$ cat config.mk
export PLATFORM = sky130hd
export DESIGN_NAME = pipeline_assign
export DESIGN_NICKNAME = d
export VERILOG_FILES = /design/src/rtl/pipeline_assign.sv
export SDC_FILE = /design/constraint.sdc
export NUM_CORES = 1
export LEC_CHECK = 0
export ABC_CLOCK_PERIOD_IN_PS = 5800
export CAP_MARGIN = 20
export CORE_MARGIN = 2
export CORE_UTILIZATION = 55
export DETAILED_ROUTE_END_ITERATION = 10
export MAX_ROUTING_LAYER = met4
export PLACE_DENSITY = 0.82
export SETUP_SLACK_MARGIN = 0.1
export SLEW_MARGIN = 25
export SYNTH_ARGS = -nofsm -noshare
export SYNTH_HDL_FRONTEND = slang
export SYNTH_SLANG_ARGS = --single-unit
export TNS_END_PERCENT = 50
$ cat constraint.sdc
create_clock -name clk1 -period 5.8 [get_ports clk1]
set_input_delay 0.87 -clock clk1 [delete_from_list [all_inputs] [get_ports clk1]]
set_output_delay 0.87 -clock clk1 [all_outputs]
set_load 0.005 [all_outputs]
$ cat src/rtl/pipeline_assign.sv
// pipeline_assign: four-stage register-to-register ALU with a result store.
//   S1 operand fetch (regbank read, write-back forwarding)
//   S2 execute (12-function ALU)
//   S3 write-back to regbank, result register driven on Z
//   S4 store of the result into mem[addr]
// Ports:
//   clk1            system clock, rising edge
//   rst_n           asynchronous active-low reset (pipeline state only)
//   rs1, rs2        source register indices
//   rd              destination register index
//   func            ALU function code
//   addr            data-memory store address
//   Z               stage-3 result register
// regbank and mem are not reset so they can be preloaded hierarchically.
module pipeline_assign (
    input  logic        clk1,
    input  logic        rst_n,
    input  logic [3:0]  rs1,
    input  logic [3:0]  rs2,
    input  logic [3:0]  rd,
    input  logic [3:0]  func,
    input  logic [7:0]  addr,
    output logic [15:0] Z
);

    localparam int unsigned DW   = 16;
    localparam int unsigned RW   = 4;
    localparam int unsigned FW   = 4;
    localparam int unsigned AW   = 8;
    localparam int unsigned NREG = 16;
    localparam int unsigned NMEM = 256;

    typedef enum logic [FW-1:0] {
        FN_ADD  = 4'd0,
        FN_SUB  = 4'd1,
        FN_MUL  = 4'd2,
        FN_SELA = 4'd3,
        FN_SELB = 4'd4,
        FN_AND  = 4'd5,
        FN_OR   = 4'd6,
        FN_XOR  = 4'd7,
        FN_NEGA = 4'd8,
        FN_NEGB = 4'd9,
        FN_SRA  = 4'd10,
        FN_SLA  = 4'd11
    } func_e;

    // Architectural storage
    logic [DW-1:0] regbank [0:NREG-1];
    logic [DW-1:0] mem     [0:NMEM-1];

    // S1 registers
    logic [DW-1:0] a1_q, a1_d;
    logic [DW-1:0] b1_q, b1_d;
    logic [RW-1:0] rd1_q;
    logic [FW-1:0] func1_q;
    logic [AW-1:0] addr1_q;
    logic          v1_q;

    // S2 registers
    logic [DW-1:0] res2_q, res2_d;
    logic [RW-1:0] rd2_q;
    logic [AW-1:0] addr2_q;
    logic          v2_q;

    // S3 registers
    logic [DW-1:0] z_q, z_d;
    logic [AW-1:0] addr3_q;
    logic          v3_q;

    logic          fwd_a_c;
    logic          fwd_b_c;

    // Operand fetch: the S2 result is written to the bank on this same edge,
    // so a matching source takes it directly instead of the stale bank entry.
    always_comb begin
        fwd_a_c = v2_q && (rd2_q == rs1);
        fwd_b_c = v2_q && (rd2_q == rs2);
        a1_d    = regbank[rs1];
        b1_d    = regbank[rs2];
        if (fwd_a_c) begin
            a1_d = res2_q;
        end
        if (fwd_b_c) begin
            b1_d = res2_q;
        end
    end

    // Execute: all arithmetic wraps modulo 2^16; unused codes give zero
    always_comb begin
        res2_d = '0;
        case (func1_q)
            FN_ADD:  res2_d = a1_q + b1_q;
            FN_SUB:  res2_d = a1_q - b1_q;
            FN_MUL:  res2_d = a1_q * b1_q;
            FN_SELA: res2_d = a1_q;
            FN_SELB: res2_d = b1_q;
            FN_AND:  res2_d = a1_q & b1_q;
            FN_OR:   res2_d = a1_q | b1_q;
            FN_XOR:  res2_d = a1_q ^ b1_q;
            FN_NEGA: res2_d = ~a1_q;
            FN_NEGB: res2_d = ~b1_q;
            FN_SRA:  res2_d = a1_q >> 1;
            FN_SLA:  res2_d = a1_q << 1;
            default: res2_d = '0;
        endcase
    end

    // Result register only follows valid instructions, so it holds 0 until the first one
    always_comb begin
        z_d = z_q;
        if (v2_q) begin
            z_d = res2_q;
        end
    end

    // Pipeline registers; reset drops every in-flight instruction
    always_ff @(posedge clk1 or negedge rst_n) begin
        if (!rst_n) begin
            a1_q    <= '0;
            b1_q    <= '0;
            rd1_q   <= '0;
            func1_q <= '0;
            addr1_q <= '0;
            v1_q    <= 1'b0;
            res2_q  <= '0;
            rd2_q   <= '0;
            addr2_q <= '0;
            v2_q    <= 1'b0;
            z_q     <= '0;
            addr3_q <= '0;
            v3_q    <= 1'b0;
        end else begin
            a1_q    <= a1_d;
            b1_q    <= b1_d;
            rd1_q   <= rd;
            func1_q <= func;
            addr1_q <= addr;
            v1_q    <= 1'b1;
            res2_q  <= res2_d;
            rd2_q   <= rd1_q;
            addr2_q <= addr1_q;
            v2_q    <= v1_q;
            z_q     <= z_d;
            addr3_q <= addr2_q;
            v3_q    <= v2_q;
        end
    end

    // Write-back and store, each gated by the valid bit of its stage
    always_ff @(posedge clk1) begin
        if (v2_q) begin
            regbank[rd2_q] <= res2_q;
        end
        if (v3_q) begin
            mem[addr3_q] <= z_q;
        end
    end

    // Store array has no read port in this block; this tap marks it as consumed.
    logic unused_mem_tap;
    assign unused_mem_tap = ^mem[addr3_q];

    assign Z = z_q;

endmodule

Yosys cells after proc, flatten, opt, wreduce, memory -nomap -nowiden
Memory sizes are Yosys's and may differ from the RTL's. A register that Yosys moved wholly into a read port is not among the register bits.
Cells that the tools add are included.
{ "op_classes": {"addsub": 2, "multipliers": 1, "n_eq_ne": 11, "mux": 3, "bitwise": 5, "n_reduce_logical": 3} }
{ "op_table": {"columns": ["cell", "n"], "rows": [
  ["$pmux W16 S12", 1],
  ["$not A16 Y16", 2],
  ["$add A16 B16 Y16", 1],
  ["$and A16 B16 Y16", 1],
  ["$eq A4 B3 Y1 const B", 4],
  ["$eq A4 B4 Y1 const B", 4],
  ["$mul A16 B16 Y16", 1],
  ["$or A16 B16 Y16", 1],
  ["$sub A16 B16 Y16", 1],
  ["$xor A16 B16 Y16", 1],
  ["$eq A4 B2 Y1 const B", 2],
  ["$eq A4 B1 Y1 const B", 1],
  ["$logic_not A4 Y1", 1],
  ["$logic_not A1 Y1", 2],
  ["$mux W1", 2]
]} }
{ "word_totals": {"reg_bits": 46, "ramBits": 256, "input_bits": 26, "memories": 1} }
{ "memory_table": {"columns": ["name", "depth", "word_bits", "read_ports", "rd_clocked_by_memory_dff", "wr", "line", "text"], "rows": [
  ["regbank", 16, 16, 2, 2, 1, "49", "logic [DW-1:0] regbank [0:NREG-1];"]
]} }

Depth between registers and ports, before layout
{ "depth": {"word_depth": 2, "ltp_mapped": 21, "mapped_depth_nobuf": 20} }

Worst setup path after synthesis
No wires, ideal clock.
{ "synth_timing": {"kind": "register to register", "startpoint": "register b1_q[3] (read register of regbank)", "endpoint": "register res2_q[15]", "setup_time_ns": 0.126, "arrival_ns": 5.250, "required_ns": 5.674, "slack_ns": 0.424, "path_stages_with_launch": 20, "path_buffers": 1, "period_less_slack_ns": 5.376, "cell_sequence": "dfrtp_1 > clkbuf_1 > clkinv_1 > nor2_1 > fa_1 > inv_1 > fa_1 > inv_1 > fa_1 > fa_1 > inv_1 > fa_1 > fa_1 > xnor2_1 > xnor2_1 > xnor2_1 > xnor2_1 > xnor3_1 > xnor2_1 > a221o_1"} }
{ "synth_between": {"elab_chain_len": 2, "word_cells_on_any_way": 4, "cone_classes": "add/sub (2); mul (1); mux (1)"} }
{ "synth_lines": {"columns": ["item", "line", "text"], "rows": [
  ["start, declared", "54", "logic [DW-1:0] b1_q, b1_d;"],
  ["$mul A16 B16 Y16 (tied with other cells)", "95", "FN_MUL: res2_d = a1_q * b1_q;"],
  ["$pmux W16 S12 *", "92", "case (func1_q)"],
  ["net res2_d[15]", "61", "logic [DW-1:0] res2_q, res2_d;"],
  ["end signal, assigned", "140", "res2_q <= res2_d;"],
  ["end, declared", "61", null]
]} }
The timed path passes the listed nets; every way through them passes the cells marked *.
A chain may end at the register's enable or synchronous reset.

Final worst setup path
{ "layout_timing": {"startpoint": "register a1_q[6] (read register of regbank)", "endpoint": "register res2_q[15]"} }
{ "layout_between": {"elab_chain_len": 2, "word_cells_on_any_way": 4, "cone_classes": "add/sub (2); mul (1); mux (1)"} }
{ "layout_lines": {"columns": ["item", "line", "text"], "rows": [
  ["start, declared", "53", "logic [DW-1:0] a1_q, a1_d;"],
  ["$mul A16 B16 Y16 (tied with other cells)", "95", null],
  ["$pmux W16 S12 *", "92", null],
  ["net res2_d[15]", "61", null]
]} }
Marked as above.

==> run_results.csv <==
group,metric,value,unit
status,status,"completed",
global_routing,grt_usage,0.322,
cells_and_area,fin_util,0.618,
die,io_pins,42,
routing,drt_iter0_drc,1699,
flow_run,cap_violations,0,
routing,drc,0,
place,numPortBuffers,33,
timing,setup_tns,0,ns
routing,met1_length,20600,microns
clock_network,cts_made_buffers,30,
routing,routed.top_layer,"met4",
logic_synthesis,syn-cell-area,0.0207,sq mm
clock_network,clkSlewWorstSetupHoldPaths,0.06,ns
worst_setup_path,critical_path.max_fanout,8,
die,start_util,0.554,
timing,worst_slew_pin_slew,1.05,ns
die,num_rows,71,
worst_setup_path,worst_ep_arrival_time,5.98,ns
routing,wl_per_cell,29.0,microns
global_routing,grt_max_degree,57,
clock_network,post_cts_buffers,0,
timing,holdWs,0.246,ns
logic_synthesis,syn-num-nets,1680,
timing,finalSetupViolCount,0,
routing,first_pass_iters,6,
global_routing,antenna_found_initial,2,
place,gp_congestion,0.984,
place,place_inst,1989,
worst_setup_path,cp-end-kind,"flip-flop",
routing,via_per_inst,6.74,
die,dieArea,0.0391,sq mm
logic_synthesis,seq_area_frac_synth,0.466,
clock_network,postCtsHoldBufs,0,
timing,max-slew-margin-rel,0.295,
logic_synthesis,synth-warning-count,0,
timing,skew,0.0227,ns
timing,hold_viol_final,0,
clock_network,tritoncts,"done",
pwr,leakage,0.00878,uW
pwr,ir_drop,0.678,mV
routing,vias,13791,
clock_network,worstSkewPairLatency,0.58,ns
logic_synthesis,ys_types,62,
global_routing,grt_overflow,0,
logic_synthesis,avgSynthCellArea,14.0,sq um
clock_network,root_buffer,"clkbuf_16",
timing,fin_crit,5.54,ns
logic_synthesis,ys_seq_elements,334,
logic_synthesis,synth_ff_type,"edfxtp_1",
hold_path,hp-class,"in -> async",
clock_network,cts.sink_count,334,
logic_synthesis,synth_edf_count,256,
routing,wl_met2,29800,microns
clock_network,cts_buffer_depth,3,
routing,detail-route-antenna-nets,0,
cells_and_area,drive_above_1_share,0.258,
timing,fmax,0.181,GHz
logic_synthesis,syn_inst,1476,
die,die_h,198,microns
die,core,0.0373,sq mm
routing,drt-total-wl,59400,microns
cells_and_area,areaGrowthSynthToFinish,11.5,%
logic_synthesis,async_flop_share,0.234,
place,placed_area,0.0219,sq mm
cells_and_area,final_area,0.0230,sq mm
global_routing,grt_pass1_vias,14388,
cells_and_area,layoutNonFillerInstCount,2047,
worst_setup_path,required,6.24,ns
place,hpwl,39200,microns
global_routing,grt_pass1_wl,89500,microns
pwr,cellPowerDensity,542,mW/mm^2
timing,maxSlewViolCount,0,
worst_setup_path,worstSetupStartpointType,"flip-flop",
worst_setup_path,regToRegSetupSlack,0.26,ns
routing,wl_met3,6170,microns
cells_and_area,final_nets,1751,
clock_network,htreeDepth,1,
die,die_w,198,microns
timing,fin_crit_sh,0.955,
timing,rsz0062_at_grt,"yes",
clock_network,post_cts_resized,0,
worst_setup_path,path_class,"reg -> reg",
cells_and_area,nFillCells,2689,
-- per-stage QoR --
stage | power (uW) | setup WS, ns
finish | 12500 | 0.261
global route | 13500 | 0.0675
CTS | 12000 | 0.107
detailed placement | 9890 | 0.134
global placement | 9650 | 0.190
floorplan | 7970 | 0.424
-- layer usage --
metal,global-route usage,up-vias
li1,-,5616
met1,0.393,6973
met2,0.531,983
met3,0.0564,219
met4,0.142,0
met5,-,-
-- worst max-delay path, stage by stage (launching register included) --
cell     delay (ns)
dfrtp_2        0.45
buf_4          0.19
ha_1           0.25
fa_1           0.52
inv_1          0.06
fa_1           0.49
inv_1          0.06
fa_1           0.49
fa_2           0.42
fa_1           0.51
inv_1          0.05
fa_1           0.47
inv_1          0.04
ha_1           0.23
or3_1          0.41
o31ai_2        0.21
buf_4          0.16
xnor2_1        0.09
a221o_1        0.32
-- registers in the layout, summed over array words and instances (netlist names) --
register	cells
Z	16
a1_q	16
b1_q	16
func1_q	4
rd1_q	4
rd2_q	4
regbank	256
res2_q	16
v1_q	1
v2_q	1
-- cell usage in the layout (no fill, tap or decap), types with 11 or more instances in the layout --
| master | instances |
|---|---|
| nor2_2 | 13 |
| inv_1 | 142 |
| buf_4 | 86 |
| nand3_1 | 12 |
| nand2_1 | 111 |
| xor2_1 | 22 |
| o21ai_0 | 32 |
| clkbuf_16 | 31 |
| mux2_2 | 48 |
| nor2_1 | 99 |
| dfrtp_1 | 69 |
| clkdlybuf4s50_1 | 28 |
| a21oi_1 | 25 |
| xnor2_1 | 45 |
| mux4_2 | 160 |
| fa_1 | 79 |
| edfxtp_1 | 256 |
| a221oi_1 | 11 |
| ha_1 | 94 |
-- final cells by class --
type / instances / area (sq um) / share of cell area
Multi-Input combinational cell: 911 / 10200 / 0.443
Clock inverter: 12 / 149 / 0.00646
Inverter: 151 / 573 / 0.0249
Clock buffer: 44 / 875 / 0.0380
Sequential cell: 334 / 9650 / 0.419
Antenna cell: 2 / 5.00 / 0.000217
Tap cell: 474 / 593 / 0.0257
Timing Repair Buffer: 119 / 993 / 0.0431
-- Yosys cell counts, drive strengths merged (40+ instances only) --
library cell	n	area, sq um
edfxtp	256	7690
mux4	160	3600
inv	146	548
nor2	112	420
nand2	111	417
ha	97	1210
fa	81	1620
dfrtp	78	1950
mux2	48	541
xnor2	48	420
clkbuf	46	173
o21ai	40	200
-- power breakdown --
part	internal (uW)	leakage [uW]	switching, uW
logic	3310	0.00501	3800
registers	2940	0.00326	378
clock network	1180	0.000502	871
total	7440	0.00878	5050
-- worst paths after layout --
check | from | end | cells past startpoint
max in group asynchronous | rst_n | a1_q[6] | 2
min in group clk1 | rd1_q[1] | rd2_q[1] | 0
hold / removal | rst_n | rd1_q[3] | 1
setup / recovery | a1_q[6] | res2_q[15] | 18
setup reg to reg | a1_q[6] | res2_q[15] | 18
hold reg to reg | rd1_q[1] | rd2_q[1] | 0
-- logic make-up after synthesis --
| group | after synthesis | share of synthesized area |
|---|---|---|
| AOI/OAI and AO/OA | 158 | 0.0532 |
| DFF | 334 | 0.466 |
| muxes | 215 | 0.204 |
| and+or+nand+nor | 288 | 0.0609 |
| buffers and inverters | 231 | 0.0475 |
| xor gates and xnor gates | 71 | 0.0308 |
| other | 1 | 0.000181 |
| adders and majority gates | 178 | 0.137 |
Power figures use the tool's default switching activity.
